--- src/rtl/tug_referee.sv ---
// Tug-of-war referee: turns player/computer press pulses into rope movement,
// detects round wins, keeps scores and sequences rounds until the match ends.
module tug_referee #(
  parameter int N_LIGHTS     = 9,
  parameter int SCORE_W      = 3,
  parameter int MATCH_POINTS = 7,
  parameter int HOLD_CYCLES  = 4
) (
  input  logic                clk,
  input  logic                reset,
  input  logic                p_press,
  input  logic                c_press,
  output logic [N_LIGHTS-1:0] lights,
  output logic [SCORE_W-1:0]  p_score,
  output logic [SCORE_W-1:0]  c_score,
  output logic [1:0]          winner,
  output logic                match_over
);

  localparam int POS_W  = (N_LIGHTS > 1) ? $clog2(N_LIGHTS) : 1;
  localparam int HOLD_W = (HOLD_CYCLES > 1) ? $clog2(HOLD_CYCLES) : 1;

  localparam logic [POS_W-1:0]   POS_C     = POS_W'(N_LIGHTS / 2);
  localparam logic [POS_W-1:0]   POS_MAX   = POS_W'(N_LIGHTS - 1);
  localparam logic [HOLD_W-1:0]  HOLD_LAST = HOLD_W'(HOLD_CYCLES - 1);
  localparam logic [SCORE_W-1:0] SCORE_MAX = {SCORE_W{1'b1}};
  localparam logic [SCORE_W-1:0] MATCH_PTS = SCORE_W'(MATCH_POINTS);

  localparam logic [1:0] WIN_NONE   = 2'b00;
  localparam logic [1:0] WIN_PLAYER = 2'b01;
  localparam logic [1:0] WIN_COMP   = 2'b10;

  typedef enum logic [1:0] {
    S_PLAY = 2'd0,
    S_HOLD = 2'd1,
    S_DONE = 2'd2
  } state_t;

  state_t              state_q, state_d;
  logic [POS_W-1:0]    pos_q, pos_d;
  logic [HOLD_W-1:0]   hold_q, hold_d;
  logic [SCORE_W-1:0]  p_score_q, p_score_d;
  logic [SCORE_W-1:0]  c_score_q, c_score_d;
  logic [1:0]          winner_q, winner_d;
  logic [N_LIGHTS-1:0] lights_q, lights_d;
  logic                match_over_q, match_over_d;

  logic p_only, c_only;

  assign p_only = p_press & ~c_press;
  assign c_only = c_press & ~p_press;

  always_comb begin
    state_d      = state_q;
    pos_d        = pos_q;
    hold_d       = hold_q;
    p_score_d    = p_score_q;
    c_score_d    = c_score_q;
    winner_d     = winner_q;

    unique case (state_q)
      S_PLAY: begin
        // Pulling off an end index wins the round; simultaneous pulls cancel.
        if (p_only) begin
          if (pos_q == '0) begin
            state_d  = S_HOLD;
            hold_d   = '0;
            winner_d = WIN_PLAYER;
            if (p_score_q != SCORE_MAX) p_score_d = p_score_q + 1'b1;
          end else begin
            pos_d = pos_q - 1'b1;
          end
        end else if (c_only) begin
          if (pos_q == POS_MAX) begin
            state_d  = S_HOLD;
            hold_d   = '0;
            winner_d = WIN_COMP;
            if (c_score_q != SCORE_MAX) c_score_d = c_score_q + 1'b1;
          end else begin
            pos_d = pos_q + 1'b1;
          end
        end
      end
      S_HOLD: begin
        if (hold_q == HOLD_LAST) begin
          hold_d = '0;
          if (p_score_q == MATCH_PTS || c_score_q == MATCH_PTS) begin
            state_d = S_DONE;
          end else begin
            state_d  = S_PLAY;
            pos_d    = POS_C;
            winner_d = WIN_NONE;
          end
        end else begin
          hold_d = hold_q + 1'b1;
        end
      end
      S_DONE: begin
        state_d = S_DONE;
      end
      default: begin
        state_d = S_PLAY;
        pos_d   = POS_C;
      end
    endcase

    // Output registers are loaded from next-state so lights track pos with no extra lag.
    lights_d     = '0;
    if (state_d == S_PLAY) lights_d = N_LIGHTS'(1) << pos_d;
    match_over_d = (state_d == S_DONE);
  end

  always_ff @(posedge clk or posedge reset) begin
    if (reset) begin
      state_q      <= S_PLAY;
      pos_q        <= POS_C;
      hold_q       <= '0;
      p_score_q    <= '0;
      c_score_q    <= '0;
      winner_q     <= WIN_NONE;
      lights_q     <= N_LIGHTS'(1) << POS_C;
      match_over_q <= 1'b0;
    end else begin
      state_q      <= state_d;
      pos_q        <= pos_d;
      hold_q       <= hold_d;
      p_score_q    <= p_score_d;
      c_score_q    <= c_score_d;
      winner_q     <= winner_d;
      lights_q     <= lights_d;
      match_over_q <= match_over_d;
    end
  end

  assign lights     = lights_q;
  assign p_score    = p_score_q;
  assign c_score    = c_score_q;
  assign winner     = winner_q;
  assign match_over = match_over_q;

endmodule

--- config.mk ---
export PLATFORM = sky130hd
export DESIGN_NAME = tug_referee
export DESIGN_NICKNAME = d
export VERILOG_FILES = /design/src/rtl/tug_referee.sv
export SDC_FILE = /design/constraint.sdc
export NUM_CORES = 1
export LEC_CHECK = 0
export CORE_UTILIZATION = 48
export CTS_CLUSTER_DIAMETER = 200
export CTS_CLUSTER_SIZE = 16
export DETAILED_ROUTE_END_ITERATION = 8
export PLACE_DENSITY = 0.75
export SLEW_MARGIN = 10
export SYNTH_ARGS = -nofsm -noshare
export SYNTH_HDL_FRONTEND = slang
export SYNTH_SLANG_ARGS = --single-unit
export TNS_END_PERCENT = 50
--- constraint.sdc ---
create_clock -name clk -period 1.85 [get_ports clk]
set_input_delay 0.37 -clock clk [delete_from_list [all_inputs] [get_ports clk]]
set_output_delay 0.37 -clock clk [all_outputs]
set_load 0.01 [all_outputs]
# [Yosys cells after proc, flatten, opt, wreduce, memory -nomap -nowiden]
# Index checks and enable logic that the tools add are counted.
[op_classes] addsub=5 n_eq_ne=14 shift=1 mux=28 bitwise_logic=5 n_reduce_logical=9
[ops] op="2-bit two-way mux" n=17
[ops] op="4-bit two-way mux" n=6
[ops] op="3-bit != test, second input constant" n=5
[ops] op="4-bit case mux with 3 select lines" n=1
[ops] op="9-bit two-way mux" n=1
[ops] op="1-bit by 4-bit << shifter with 9-bit output, first input constant" n=1
[ops] op="2-bit case mux with 2 select lines" n=2
[ops] op="4-bit AND reduction" n=2
[ops] op="3-bit by 1-bit adder with 3-bit output, second input constant" n=2
[ops] op="2-bit == test, second input constant" n=3
[ops] op="3-bit == test, second input constant" n=2
[ops] op="2-bit case mux with 3 select lines" n=1
[ops] op="6-bit AND reduction" n=1
[ops] op="5-bit AND reduction" n=1
[ops] op="4-bit by 1-bit adder with 4-bit output, second input constant" n=1
[ops] op="4-bit == test, second input constant" n=1
[ops] op="2-bit logical NOT" n=2
[ops] op="4-bit logical NOT" n=1
[ops] op="2-bit != test, second input constant" n=2
[ops] op="4-bit by 1-bit subtractor with 4-bit output, second input constant" n=1
[ops] op="1-bit NOT" n=3
[ops] op="2-bit by 1-bit adder with 2-bit output, second input constant" n=1
[ops] op="1-bit AND" n=2
[ops] op="2-bit by 1-bit == test with 1-bit output, second input constant" n=1
[ops] op="other kinds (2)" n=2
[word_totals] register_bits=26 output_inout_bits=18

# [Depth between registers and ports, before layout]
[logic_depth] word_depth=7 ltp_mapped=9

# [Least setup slack after synthesis]
# Ideal clock, no wire load.
[synth_timing] kind="flip-flop to flip-flop" startpoint="register c_score_q[0] (netlist: c_score[0])" endpoint="register lights_q[5] (netlist: lights[5])" t_arrival_ps=1860 required_ps=1777 setup_slack_ps=-83 path_stages_with_launch=9 n_path_buf=0 synth_period_minus_slack_ps=1933 path_cell_list="dfrtp_1 ha_1 ha_1 or3b_1 a32oi_1 nand3_2 inv_2 o2111ai_1 nor2_1"
[synth_via] elab_chain_cells=7
[synth_rtl] element="start: declaration" line_no="43" rtl="logic [SCORE_W-1:0] c_score_q, c_score_d;"
[synth_rtl] element="start signal: assignment" line_no="128" rtl="c_score_q <= c_score_d;"
[synth_rtl] element="3-bit == test" line_no="87" rtl="if (p_score_q == MATCH_PTS || c_score_q == MATCH_PTS) begin"
[synth_rtl] element="1-bit logical OR" line_no="87"
[synth_rtl] element="4-bit two-way mux" line_no="87"
[synth_rtl] element="4-bit two-way mux" line_no="85" rtl="if (hold_q == HOLD_LAST) begin"
[synth_rtl] element="4-bit case mux with 3 select lines" line_no="61" rtl="unique case (state_q)"
[synth_rtl] element="net pos_d[2]" line_no="40" rtl="logic [POS_W-1:0] pos_q, pos_d;"
[synth_rtl] element="1-bit by 4-bit << shifter with 9-bit output" line_no="109" rtl="if (state_d == S_PLAY) lights_d = N_LIGHTS'(1) << pos_d;"
[synth_rtl] element="9-bit two-way mux" line_no="109"
[synth_rtl] element="net lights_d[5]" line_no="45" rtl="logic [N_LIGHTS-1:0] lights_q, lights_d;"
[synth_rtl] element="end signal: assignment" line_no="121" rtl="lights_q <= N_LIGHTS'(1) << POS_C;"
[synth_rtl] element="end signal: assignment" line_no="130" rtl="lights_q <= lights_d;"
[synth_rtl] element="end: declaration" line_no="45"
# The timed path passes the listed nets, and every way through them passes these cells.
# A chain may end at the register's enable or synchronous reset.

# [Worst setup path in the final report]
[layout_timing] startpoint="register p_score_q[1] (netlist: p_score[1])" endpoint="register lights_q[5] (netlist: lights[5])"
[layout_via] elab_chain_cells=7
[layout_rtl] element="start: declaration" line_no="42" rtl="logic [SCORE_W-1:0] p_score_q, p_score_d;"
[layout_rtl] element="start signal: assignment" line_no="127" rtl="p_score_q <= p_score_d;"
[layout_rtl] element="3-bit == test" line_no="87"
[layout_rtl] element="1-bit logical OR" line_no="87"
[layout_rtl] element="4-bit two-way mux" line_no="87"
[layout_rtl] element="4-bit two-way mux" line_no="85"
[layout_rtl] element="4-bit case mux with 3 select lines" line_no="61"
[layout_rtl] element="net pos_d[2]" line_no="40"
[layout_rtl] element="1-bit by 4-bit << shifter with 9-bit output" line_no="109"
[layout_rtl] element="9-bit two-way mux" line_no="109"
[layout_rtl] element="net lights_d[5]" line_no="45"
# The timed path passes the listed nets, and every way through them passes these cells.

==> impl_metrics.json <==
{
  "cts_tree": "built",
  "fmax_ghz": 0.5019,
  "hpwl_mm": 2.700,
  "grt_max_degree": 18,
  "drt_iter0_markers": 65,
  "core_region_area_mm2": 0.003028,
  "clkTransAtPathRegs_ns": 0.15,
  "status": "complete, but fails checks",
  "combPwrFrac": 0.624,
  "initial_utilization": 0.5012,
  "finalHoldViolCount": 0,
  "overflow": 0,
  "fill_cells": 222,
  "synth-async-reset-ratio": 1.000,
  "grt_pass1_wl_mm": 6.265,
  "p_seq_frac": 0.266,
  "hp-class": "in2async",
  "port_buffers": 21,
  "syn2layout_area_growth_pct": 41.80,
  "crit_arrival_ns": 2.28,
  "worst_pin_slew_ns": 0.4766,
  "synth_top_area_frac": 0.3957,
  "layout_setup_ws_ns": -0.1423,
  "via_count": 1296,
  "numCtsBuffers": 3,
  "failed_checks": "negative setup slack",
  "yosysWarnings": 0,
  "grt_setup_unrepaired": "yes",
  "setup_viol": 13,
  "cp-start-kind": "register",
  "endpoint_kind": "register",
  "p_sw_frac": 0.4118,
  "p_per_area_mw_per_mm2": 1712,
  "avgSynthCellArea_um2": 10.54,
  "drv_slew": 0,
  "dieArea_mm2": 0.003391,
  "yosysTopAreaCell": "dfrtp_1",
  "max_cap_viol_count": 0,
  "fin_setup_tns_ns": -1.196,
  "ff2ff_setup_slack_ns": -0.14,
  "synth_seq_area_share": 0.4303,
  "die_y_um": 58.23,
  "p_switching_uw": 1518,
  "hold_ws_ns": 0.3115,
  "multiInputGateArea_um2": 894.6,
  "diodes": 0,
  "synthTopCellsByArea": "dfrtp_1 40%, ha_1 7.4%, nor2_1 3.7%",
  "synth.net_count": 157,
  "antenna_found_initial": 0,
  "drc": 0,
  "peakVddDrop_v": 0.0008956,
  "drt_pass1_iterations": 5,
  "crit-reg2reg-launch": "p_score[1]$_DFFE_PP0P_",
  "syn_inst": 144,
  "synth.most_common_cell": "dfrtp_1",
  "synth_common_cells": "24 x dfrtp_1, 15 x nor2_1, 10 x inv_1, 9 x ha_1, 8 x nand2_1",
  "wire_per_inst_um": 16.26,
  "root_buffer": "clkbuf_4",
  "ff2ff_path_depth": 8,
  "track_usage": 0.2489,
  "clockBufferDepth": 2,
  "crit_start": "p_score[1]$_DFFE_PP0P_",
  "synth_flop_cell": "dfrtp_1",
  "ys_ff_latch": 26,
  "globalplace.congestion": 0.8834,
  "r2r_end": "lights[5]$_DFF_PP0_",
  "ant_nets": 0,
  "layout.nets": 207,
  "rows": 20,
  "worst-path-max-fanout": 3,
  "grt_pass1_vias": 1365,
  "h-tree-depth": 1,
  "synth-edff-count": 0,
  "io_pins": 22,
  "p_clk_frac": 0.110,
  "vias_per_cell": 5.468,
  "drive_gt1_frac": 0.3472,
  "netlist_area_mm2": 0.001518,
  "slew_headroom": 0.6823,
  "insertion_delay_ns": 0.34,
  "post_synth_num_cell_types": 56,
  "finClkSkew_ns": 0.01195,
  "leakagePower_uw": 0.0009985,
  "numClockSinks": 26,
  "finalCritPeriodShare": 1.077,
  "crit_type": "reg2reg",
  "seq_area_um2": 653.1,
  "fp.dieW_um": 58.23,
  "required_ns": 2.14,
  "wirelength_mm": 3.853,
  "internal_power_uw": 2167,
  "layout_min_cycle_time_ns": 1.992
}
## registers in the layout, indices dropped and copies added (netlist names)
signal and cells:
pos_q 4, p_score 3, match_over 1, c_score 3, lights 9, state_q 2
winner 2, hold_q 2
## critical path: stages, from the launching register on
cell and delay [ns]:
dfrtp_1 0.42, ha_2 0.20, ha_4 0.16, or3b_4 0.41
a32oi_2 0.23, nand3_2 0.13, inv_2 0.11, o2111ai_2 0.14
nor2_1 0.14
## cell families after synthesis
| group | Yosys count | share of synthesized area |
|---|---|---|
| flip-flops | 26 | 0.4303 |
| AND/OR/NAND/NOR | 54 | 0.2366 |
| multiplexers | 8 | 0.06183 |
| XOR/XNOR | 3 | 0.01732 |
| AO/OA/AOI/OAI | 26 | 0.1261 |
| adder cells (fa/ha/maj) | 9 | 0.07420 |
| buffers and inverters | 18 | 0.05359 |
## through the flow
stage	power [uW]	util	std cells	setup slack, ns	area [um^2]
after global routing	3903	0.7107	237	-0.1897	2152
after floorplan	2213	-	144	-0.003843	1546
after global placement	2898	0.6446	226	-0.5092	1952
final	3685	0.7107	237	-0.1423	2152
after CTS	3619	0.7033	236	-0.1157	2130
after detailed placement	3020	0.6446	226	-0.6158	1952
## what timing repair did
item / CTS / global route
pin swaps: 10 / 6
setup endpoints to repair: 17 / 13
gates cloned: 0 / 0
setup buffers: 6 / 1
resized for setup: 16 / 4
hold buffers: 0 / 0
## layer usage
layer,up-vias,part of all wire,track usage
li1,612,-,-
met3,7,0.033,0.02902
met4,0,0.018,0.1020
met5,-,0,0
met2,34,0.53,0.4417
met1,643,0.42,0.3062
## power by group through the flow
stage               sequential (uW)  clock, uW  combinational (uW)
detailed placement              984          0                2040
global route                   1000        419                2480
global placement                965          0                1930
floorplan                      1010          0                1210
finish                          982        404                2300
CTS                             977        403                2240
## layout by cell type, fill, tap and decap left out, drive strengths merged, types with 4 or more instances in the layout
cell	count
buf	31
dfrtp	24
clkdlybuf4s50	18
nor2	15
inv	11
ha	9
nand2	8
a21oi	6
nand2b	5
mux2	5
nand3b	4
## worst max-delay path by stage
stage | endpoint
floorplan | lights[5]$_DFF_PP0_
global placement | lights[1]$_DFF_PP0_
detailed placement | lights[3]$_DFF_PP0_
CTS | lights[7]$_DFF_PP0_
global route | lights[5]$_DFF_PP0_
finish | lights[5]$_DFF_PP0_
## layout make-up
cell class | instances | share of cell area
multi-input combinational | 100 | 0.4157
sequential | 26 | 0.3035
timing repair buffer | 52 | 0.2116
tap | 44 | 0.02558
inverter | 11 | 0.01919
clock inverter | 1 | 0.01395
clock buffer | 3 | 0.01047
Note: power is estimated with default switching activity, not from simulation.
